--- config.mk ---
export PLATFORM = sky130hd
export DESIGN_NAME = muldiv_unit
export DESIGN_NICKNAME = d
export VERILOG_FILES = /design/src/rtl/muldiv_unit_pkg.sv /design/src/rtl/muldiv_step.sv /design/src/rtl/muldiv_unit.sv
export SDC_FILE = /design/constraint.sdc
export NUM_CORES = 1
export LEC_CHECK = 0
export ABC_AREA = 1
export BUFFER_PORTS_ARGS = -buffer_cell sky130_fd_sc_hd__buf_2
export CAP_MARGIN = 25
export CORE_MARGIN = 2
export CORE_UTILIZATION = 45
export DETAILED_ROUTE_END_ITERATION = 16
export PLACE_DENSITY_LB_ADDON = 0.12
export SLEW_MARGIN = 20
export SYNTH_ARGS = -nofsm -noshare
export SYNTH_HDL_FRONTEND = slang
export SYNTH_SLANG_ARGS = --single-unit
export TNS_END_PERCENT = 50
--- constraint.sdc ---
create_clock -name clk -period 8.1 [get_ports clk]
set_clock_uncertainty 0.05 [all_clocks]
set_input_delay 1.215 -clock clk [delete_from_list [all_inputs] [get_ports clk]]
set_output_delay 1.215 -clock clk [all_outputs]
set_load 0.005 [all_outputs]
--- src/rtl/muldiv_unit_pkg.sv ---
// muldiv_unit_pkg: RV32M funct3 encodings and FSM states shared by the multiply/divide unit
package muldiv_unit_pkg;

    localparam logic [2:0] kSAIL_MICROARCHITECTURE_MULDIV_OP_MUL    = 3'b000;
    localparam logic [2:0] kSAIL_MICROARCHITECTURE_MULDIV_OP_MULH   = 3'b001;
    localparam logic [2:0] kSAIL_MICROARCHITECTURE_MULDIV_OP_MULHSU = 3'b010;
    localparam logic [2:0] kSAIL_MICROARCHITECTURE_MULDIV_OP_MULHU  = 3'b011;
    localparam logic [2:0] kSAIL_MICROARCHITECTURE_MULDIV_OP_DIV    = 3'b100;
    localparam logic [2:0] kSAIL_MICROARCHITECTURE_MULDIV_OP_DIVU   = 3'b101;
    localparam logic [2:0] kSAIL_MICROARCHITECTURE_MULDIV_OP_REM    = 3'b110;
    localparam logic [2:0] kSAIL_MICROARCHITECTURE_MULDIV_OP_REMU   = 3'b111;

    typedef enum logic [1:0] {
        IDLE = 2'd0,
        BUSY = 2'd1,
        DONE = 2'd2
    } state_t;

endpackage

--- src/rtl/muldiv_step.sv ---
// muldiv_step: STEP bits of unsigned shift-add multiply or restoring divide on a {hi, lo} accumulator
module muldiv_step #(
    parameter int XLEN = 32,
    parameter int STEP = 1
) (
    input  logic              is_div,
    input  logic [2*XLEN-1:0] acc,
    input  logic [XLEN-1:0]   b,
    output logic [2*XLEN-1:0] acc_nx
);

    logic [2*XLEN-1:0] a;
    logic [XLEN:0]     sh;
    logic [XLEN:0]     diff;
    logic [XLEN:0]     sum;

    // divide: shift remainder:quotient left, keep the trial subtraction if it does not borrow;
    // multiply: add b to the high half when the multiplier lsb is set, then shift right
    always_comb begin
        a    = acc;
        sh   = '0;
        diff = '0;
        sum  = '0;
        for (int i = 0; i < STEP; i++) begin
            sh   = {a[2*XLEN-1:XLEN], a[XLEN-1]};
            diff = sh - {1'b0, b};
            sum  = {1'b0, a[2*XLEN-1:XLEN]} + (a[0] ? {1'b0, b} : '0);
            a    = is_div ? (diff[XLEN] ? {sh[XLEN-1:0], a[XLEN-2:0], 1'b0}
                                        : {diff[XLEN-1:0], a[XLEN-2:0], 1'b1})
                          : {sum, a[XLEN-1:1]};
        end
        acc_nx = a;
    end

endmodule

--- src/rtl/muldiv_unit.sv ---
// muldiv_unit: iterative RV32M multiply/divide with valid/ready handshake, flush and sign fix-up
import muldiv_unit_pkg::*;

module muldiv_unit #(
    parameter int XLEN = 32,
    parameter int STEP = 1
) (
    input  logic            clk,
    input  logic            reset,
    input  logic            flush,
    input  logic            in_valid,
    output logic            in_ready,
    input  logic [2:0]      in_op,
    input  logic [XLEN-1:0] in_a,
    input  logic [XLEN-1:0] in_b,
    output logic            out_valid,
    input  logic            out_ready,
    output logic [XLEN-1:0] out_result
);

    localparam int ITER = XLEN / STEP;
    localparam int CW   = $clog2(ITER + 1);
    localparam logic [XLEN-1:0] MIN_NEG = {1'b1, {(XLEN-1){1'b0}}};

    state_t            state;
    logic [CW-1:0]     cnt;
    logic [2:0]        op;
    logic              neg;
    logic [XLEN-1:0]   b;
    logic [2*XLEN-1:0] acc;
    logic [2*XLEN-1:0] acc_nx;
    logic              sa, sb, na, nb, div_zero, ovf;
    logic [XLEN-1:0]   ma, mb, sp_res, div_raw, fin;
    logic [2*XLEN-1:0] prod;

    muldiv_step #(.XLEN(XLEN), .STEP(STEP)) u_step (
        .is_div (op[2]),
        .acc    (acc),
        .b      (b),
        .acc_nx (acc_nx)
    );

    assign in_ready = (state == IDLE);

    // operand magnitudes, fast-path divide results and final sign fix-up of the last iteration
    always_comb begin
        sa = in_op inside {kSAIL_MICROARCHITECTURE_MULDIV_OP_MULH, kSAIL_MICROARCHITECTURE_MULDIV_OP_MULHSU,
                           kSAIL_MICROARCHITECTURE_MULDIV_OP_DIV, kSAIL_MICROARCHITECTURE_MULDIV_OP_REM};
        sb = in_op inside {kSAIL_MICROARCHITECTURE_MULDIV_OP_MULH, kSAIL_MICROARCHITECTURE_MULDIV_OP_DIV,
                           kSAIL_MICROARCHITECTURE_MULDIV_OP_REM};
        na = sa & in_a[XLEN-1];
        nb = sb & in_b[XLEN-1];
        ma = na ? -in_a : in_a;
        mb = nb ? -in_b : in_b;
        div_zero = in_op[2] && (in_b == '0);
        ovf = (in_op == kSAIL_MICROARCHITECTURE_MULDIV_OP_DIV || in_op == kSAIL_MICROARCHITECTURE_MULDIV_OP_REM)
              && (in_a == MIN_NEG) && (in_b == '1);
        sp_res = div_zero ? (in_op[1] ? in_a : '1) : (in_op[1] ? '0 : in_a);
        prod = neg ? -acc_nx : acc_nx;
        div_raw = op[1] ? acc_nx[2*XLEN-1:XLEN] : acc_nx[XLEN-1:0];
        fin = op[2] ? (neg ? -div_raw : div_raw)
                    : (op == kSAIL_MICROARCHITECTURE_MULDIV_OP_MUL ? prod[XLEN-1:0] : prod[2*XLEN-1:XLEN]);
    end

    // FSM: accept, iterate, fix up on entry to DONE; out_valid follows DONE by one edge
    always_ff @(posedge clk or posedge reset) begin
        if (reset) begin
            state      <= IDLE;
            cnt        <= '0;
            op         <= '0;
            neg        <= 1'b0;
            b          <= '0;
            acc        <= '0;
            out_valid  <= 1'b0;
            out_result <= '0;
        end else if (flush) begin
            state     <= IDLE;
            out_valid <= 1'b0;
        end else begin
            case (state)
                IDLE: if (in_valid) begin
                    op    <= in_op;
                    neg   <= (in_op[2] & in_op[1]) ? na : (na ^ nb);
                    b     <= mb;
                    acc   <= {{XLEN{1'b0}}, ma};
                    cnt   <= '0;
                    state <= (div_zero || ovf) ? DONE : BUSY;
                    if (div_zero || ovf) out_result <= sp_res;
                end
                BUSY: begin
                    acc <= acc_nx;
                    cnt <= cnt + CW'(1);
                    if (cnt == CW'(ITER - 1)) begin
                        state      <= DONE;
                        out_result <= fin;
                    end
                end
                DONE: if (out_valid && out_ready) begin
                    state     <= IDLE;
                    out_valid <= 1'b0;
                end else begin
                    out_valid <= 1'b1;
                end
                default: state <= IDLE;
            endcase
        end
    end

endmodule

## Yosys cells after proc, flatten, opt, wreduce, memory -nomap -nowiden

Index checks and enable logic that the tools add are counted.

| operators by class | value |
|---|---|
| add/subtract/negate cells | 7 |
| equal/unequal tests | 15 |
| mux-type cells | 31 |
| bitwise gates (word level) | 5 |
| reductions and logical operators | 17 |

Operator list:

| cell | number |
|---|---|
| 32-bit 2-to-1 mux | 13 |
| 64-bit 2-to-1 mux | 4 |
| 64-bit one-hot mux with 2 select lines | 1 |
| 32-bit negation | 3 |
| 32-bit == test (second input constant) | 2 |
| 64-bit negation | 1 |
| 32-bit one-hot mux with 2 select lines | 1 |
| 32-bit by 33-bit adder with 33-bit output | 1 |
| 33-bit by 32-bit subtractor with 33-bit output | 1 |
| 32-bit zero test | 1 |
| 6-bit one-hot mux with 2 select lines | 1 |
| 2-bit 2-to-1 mux | 5 |
| 3-bit inequality test (second input constant) | 3 |
| 3-bit AND reduction | 3 |
| 6-bit by 1-bit adder with 6-bit output (second input constant) | 1 |
| 3-bit == test (second input constant) | 2 |
| 6-bit by 5-bit == test with 1-bit output (second input constant) | 1 |
| 6-bit 2-to-1 mux | 1 |
| 2-bit one-hot mux with 3 select lines | 1 |
| 5-bit AND reduction | 1 |
| 1-bit logical AND | 4 |
| 1-bit 2-to-1 mux | 4 |
| 2-bit inequality test (second input constant) | 2 |
| 2-bit nonzero test | 2 |
| other kinds (13) | 16 |

| storage, ports and cells | value |
|---|---|
| register bits | 141 |
| bits of input ports | 72 |
| word-level logic and storage cells | 83 |

## Logic depth before layout (Yosys ltp)

| depth | value |
|---|---|
| word-level depth | 9 |
| depth in mapped cells | 35 |
| gate-level depth less buffers | 35 |

## Cells and area by module

A second synthesis with hierarchy kept.

| unflattened totals | value |
|---|---|
| cells, all modules | 3444 |
| area total of the unflattened synthesis | 18938.2 µm² |

By module, submodules not included:

| module | instances | cells an instance | area an instance (µm²) | seq. area each (µm²) |
|---|---|---|---|---|
| muldiv_unit | 1 | 2137 | 12602.1 | 3528.4 |
| muldiv_step | 1 | 1307 | 6336.1 | 0.0 |

## Least setup slack after synthesis

Ideal clock, no wire load.

| timing path | value |
|---|---|
| path kind | register to register |
| start point | register b[0] |
| end point | register out_result[22] |
| arrival | 3.745 ns |
| path slack | 4.188 ns |
| cell stages (with the launch flop) | 32 |
| clock period less this slack | 3.912 ns |
| cells stage by stage | dfrtp_1 > ha_1 > fa_1 > inv_1 > nand2_1 > nand2_1 > nand3_1 > nand2_2 > nand2_1 > nand2_2 > nand2_2 > nand3_1 > nand2_4 > a21oi_4 > ha_1 > nand3_1 > nor2_1 > nand4_1 > nor3_1 > nand4_1 > nor2_1 > nand4_1 > nor2_2 > nand3_1 > nand2_2 > nand2_1 > nand2_1 > nand3_1 > a21oi_1 > nand2_1 > nand2_1 > nand2_1 |

| between the ends | value |
|---|---|
| cells in the longest elaborated chain, start to end | 9 |
| elaborated cells on any way between the ends | 14 |

RTL lines:

| item | line | RTL |
|---|---|---|
| start, declared | muldiv_unit.sv:29 | `logic [XLEN-1:0] b;` |
| start signal, assigned | muldiv_unit.sv:84 | `b <= mb;` |
| 33-bit by 32-bit subtractor with 33-bit output or 32-bit 2-to-1 mux (tied branches) | muldiv_step.sv:26, muldiv_step.sv:27 |  |
| 64-bit 2-to-1 mux or 32-bit by 33-bit adder with 33-bit output (tied branches) | muldiv_step.sv:28, muldiv_step.sv:27 |  |
| 64-bit 2-to-1 mux (*) | muldiv_step.sv:28 | `a = is_div ? (diff[XLEN] ? {sh[XLEN-1:0], a[XLEN-2:0], 1'b0}` |
| 64-bit negation or 32-bit 2-to-1 mux (tied branches) | muldiv_unit.sv:59, muldiv_unit.sv:60 |  |
| 64-bit 2-to-1 mux or 32-bit negation (tied branches) | muldiv_unit.sv:59, muldiv_unit.sv:61 |  |
| 32-bit 2-to-1 mux (on tied branches) | muldiv_unit.sv:62, muldiv_unit.sv:61 |  |
| 32-bit 2-to-1 mux (*) | muldiv_unit.sv:61 | `fin = op[2] ? (neg ? -div_raw : div_raw)` |
| 32-bit 2-to-1 mux (*) | muldiv_unit.sv:93 | `if (cnt == CW'(ITER - 1)) begin` |
| 32-bit one-hot mux with 2 select lines (*) | muldiv_unit.sv:80 | `case (state)` |
| end signal, assigned | muldiv_unit.sv:88 | `if (div_zero \|\| ovf) out_result <= sp_res;` |
| end signal, assigned | muldiv_unit.sv:95 | `out_result <= fin;` |
| end, declared | muldiv_unit.sv:18 | `output logic [XLEN-1:0] out_result` |

Mark *: on every way between the ends. The rest lies on a longest branch, timed or not. The select of a mux whose other input is x is not followed.
A chain may end at the register's enable or synchronous reset.

## Worst setup path after layout

| timing path | value |
|---|---|
| start point | register b[0] |
| end point | register out_result[16] |

Same word-level chain as after synthesis.

==> qor.yml <==
initial_core_util_pct: 45.67
cts_buffer_depth: 2
fp.dieArea_um2: 41950
synthFlopType: "dfrtp_1"
netlist_area_um2: 18150
path_delay_family: "simple AND/OR/NAND/NOR gates"
worstSetupEndpointType: "flip-flop"
cts.sinks: 141
port-buffer-count: 105
critPathSlowestCell: "dfrtp_1"
cts_tree: "built"
grt_usage_pct: 39.98
synth_edf_count: 0
finalCritPeriodShare_pct: 70.86
rows: 73
routed_wl_mm: 83.91
syn-instance-count: 3228
crit_top_cell: "nand3_1"
ys_seq_area_share_pct: 19.44
cts_made_buffers: 17
synth_area_per_cell_um2: 5.622
gr-total-overflow: 0
ys_async_sr_fraction_pct: 100.0
cp.required_ns: 8.40
setup_viol: 0
maxCapViolCount: 0
period_needed_ns: 5.740
path_buf_inv: 3
drtIter0Drc: 3135
htreeDepth: 4
root_buffer: "clkbuf_16"
die_w_um: 204.8
final_nets: 3405
max_clock_freq_mhz: 174.2
crit_type: "flip-flop to flip-flop"
hold_buffers: 0
critPathArrivalTime_ns: 6.04
grt_pass1_vias: 19912
drive_above_1_share_pct: 8.216
grt_pass1_wl_mm: 123.9
antenna_found_initial: 1
n_fill_cell: 4358
final.setup.tns_ns: 0
path_max_fanout: 33
maxSlewViolCount: 0
min_path_type: "flip-flop to flip-flop"
coreArea_um2: 39730
tightest_slew_ns: 1.121
instances_no_fill: 3800
critical_path.max_stage_delay_ns: 0.45
grt_setup_unrepaired: "no"
syn_to_final_growth_pct: 7.998
die_y_um: 204.8
clk-insertion-delay-late_ns: 0.47
hold_viol_final: 0
start_kind: "flip-flop"
firstDrtPassIters: 6
ctsResizeCount: 0
ys_types: 52
ioPinCount: 106
drc_errors: 0
hpwlAfterDp_mm: 67.82
synthesis.nets: 3372
cts.clk_slew.worst_paths_ns: 0.07
globalplace.congestion: 1.063
via_count: 22262
cts_setup_buffers: 0
post-place-cells: 3767
synth_warnings: 0
ys_seq_elements: 141
wl_per_cell_um: 22.08
grt_max_degree: 85
status: "completed"
relSlewSlack_pct: 25.20
viasPerCell: 5.858
ant_nets: 0
-- path summary, 6_finish.rpt --
path,from,endpoint,slack (ns),depth (start not counted)
setup / recovery,b[0]$_DFFE_PP0P_,out_result[16]$_DFFE_PP0P_,2.36,29
hold / removal,out_result[11]$_DFFE_PP0P_,out_result[11]$_DFFE_PP0P_,0.43,2
setup reg to reg,b[0]$_DFFE_PP0P_,out_result[16]$_DFFE_PP0P_,2.36,29
hold reg to reg,out_result[11]$_DFFE_PP0P_,out_result[11]$_DFFE_PP0P_,0.43,2
max in group asynchronous,reset,acc[1]$_DFFE_PP0P_,5.71,3
min in group asynchronous,reset,b[19]$_DFFE_PP0P_,0.80,2
-- logic make-up (layout without fill, tap and decap cells) --
| family | count (synthesis) | after routing | share of synthesized area [%] |
|---|---|---|---|
| simple gates | 1806 | 1806 | 42.57 |
| buf+inv | 587 | 633 | 12.53 |
| compound gates | 532 | 532 | 16.07 |
| flops | 141 | 141 | 19.44 |
| xor+xnor | 90 | 90 | 4.344 |
| fa+ha+maj | 72 | 72 | 5.047 |
| other cells | 0 | 1 | 0 |
-- cell usage after synthesis (3+ instances only) --
library cell  instances  area, um^2
a21boi_0              3       22.52
a21o_1                6       45.04
a21oi_1             163       815.8
a21oi_2               3       26.28
a31oi_1              34       212.7
and2_1                5       31.28
and3_1                5       31.28
buf_1                10       37.54
buf_2                20       100.1
buf_4                 4       30.03
buf_6                 4       45.04
clkbuf_1             73       274.0
clkinv_1              5       18.77
dfrtp_1             141        3528
ha_1                 70       875.8
inv_1               466        1749
inv_2                 5       18.77
nand2_1            1012        3799
nand2_2              42       262.8
nand2_4               5       56.30
nand3_1             267        1336
nand3_2               9       90.09
nand3b_1             14       105.1
nand4_1              41       256.5
nor2_1              311        1167
nor2_2               18       112.6
nor2_4                4       45.04
nor3_1               42       210.2
nor3_2                4       40.04
nor4_1               12       75.07
o211ai_1             12       90.09
o21a_1                6       45.04
o21ai_0             243        1216
o21ai_1               9       45.04
o21bai_1             23       172.7
o22ai_1              18       112.6
or2_2                12       75.07
xnor2_1              14       122.6
xor2_1               76       665.6
-- routing by layer --
| metal | global-route usage (%) | wire, um | vias to the layer above |
|---|---|---|---|
| li1 | - | - | 10405 |
| met2 | 55.04 | 33040 | 1359 |
| met1 | 59.38 | 37030 | 10378 |
| met4 | 11.62 | 2249 | 0 |
| met5 | 0 | 0 | - |
| met3 | 11.60 | 11590 | 120 |
-- registers in the layout, summed over array words and instances (netlist names) --
signal / cells
out_valid: 1
state: 2
acc: 64
out_result: 32
cnt: 6
b: 32
neg: 1
op: 3
-- through the flow --
step	hold WS [ns]	cell area (um^2)	utilization, %	setup slack [ns]
3_5_place_dp	0.4158	19020	47.87	2.335
5_1_grt	0.4483	19600	49.32	2.018
3_3_place_gp	0.4123	19020	47.87	2.539
6_report	0.4315	19600	49.33	2.360
4_1_cts	0.4329	19600	49.32	2.561
2_1_floorplan	0.3926	18150	-	3.054
-- cells in the final DEF (no fill, tap or decap), drive strengths merged, types with 2 or more instances in the layout --
cell type and count:
o211ai 12, clkinv 11, or2 13, a31oi 34, a21o 6, o21a 6
inv 473, xnor2 14, nor3 46, nor4 12, clkinvlp 2, fa 2
and2 5, o2111ai 2, and3 5, o31ai 2, nor2 333, ha 70
clkbuf 21, nand2 1059, buf 125, a21oi 167, nand4 41, nand3b 14
o22ai 18, o21ai 254, dfrtp 141, o21bai 23, nand3 277, xor2 76
a21boi 3
-- worst register-to-register path, delay by kind of cell (launching register included) --
kind	cells	cell delay [ns]
AND/OR/NAND/NOR	19	2.86
adder cells (fa/ha/maj)	3	0.98
AO/OA/AOI/OAI	4	0.91
flip-flops	1	0.45
buffers and inverters	3	0.37
-- final cells by class --
type | instances | area [um^2] | share of cell area (%)
tap | 525 | 656.9 | 3.352
inverter | 476 | 1792 | 9.142
multi-input combinational | 2500 | 12360 | 63.07
clock inverter | 11 | 107.6 | 0.5490
timing repair buffer | 125 | 675.6 | 3.447
clock buffer | 21 | 470.5 | 2.400
antenna | 1 | 2.502 | 0.01277
sequential | 141 | 3533 | 18.03
Power is not shown: default switching activity piles up to over one toggle a cycle in this logic, so the estimate is an artifact.
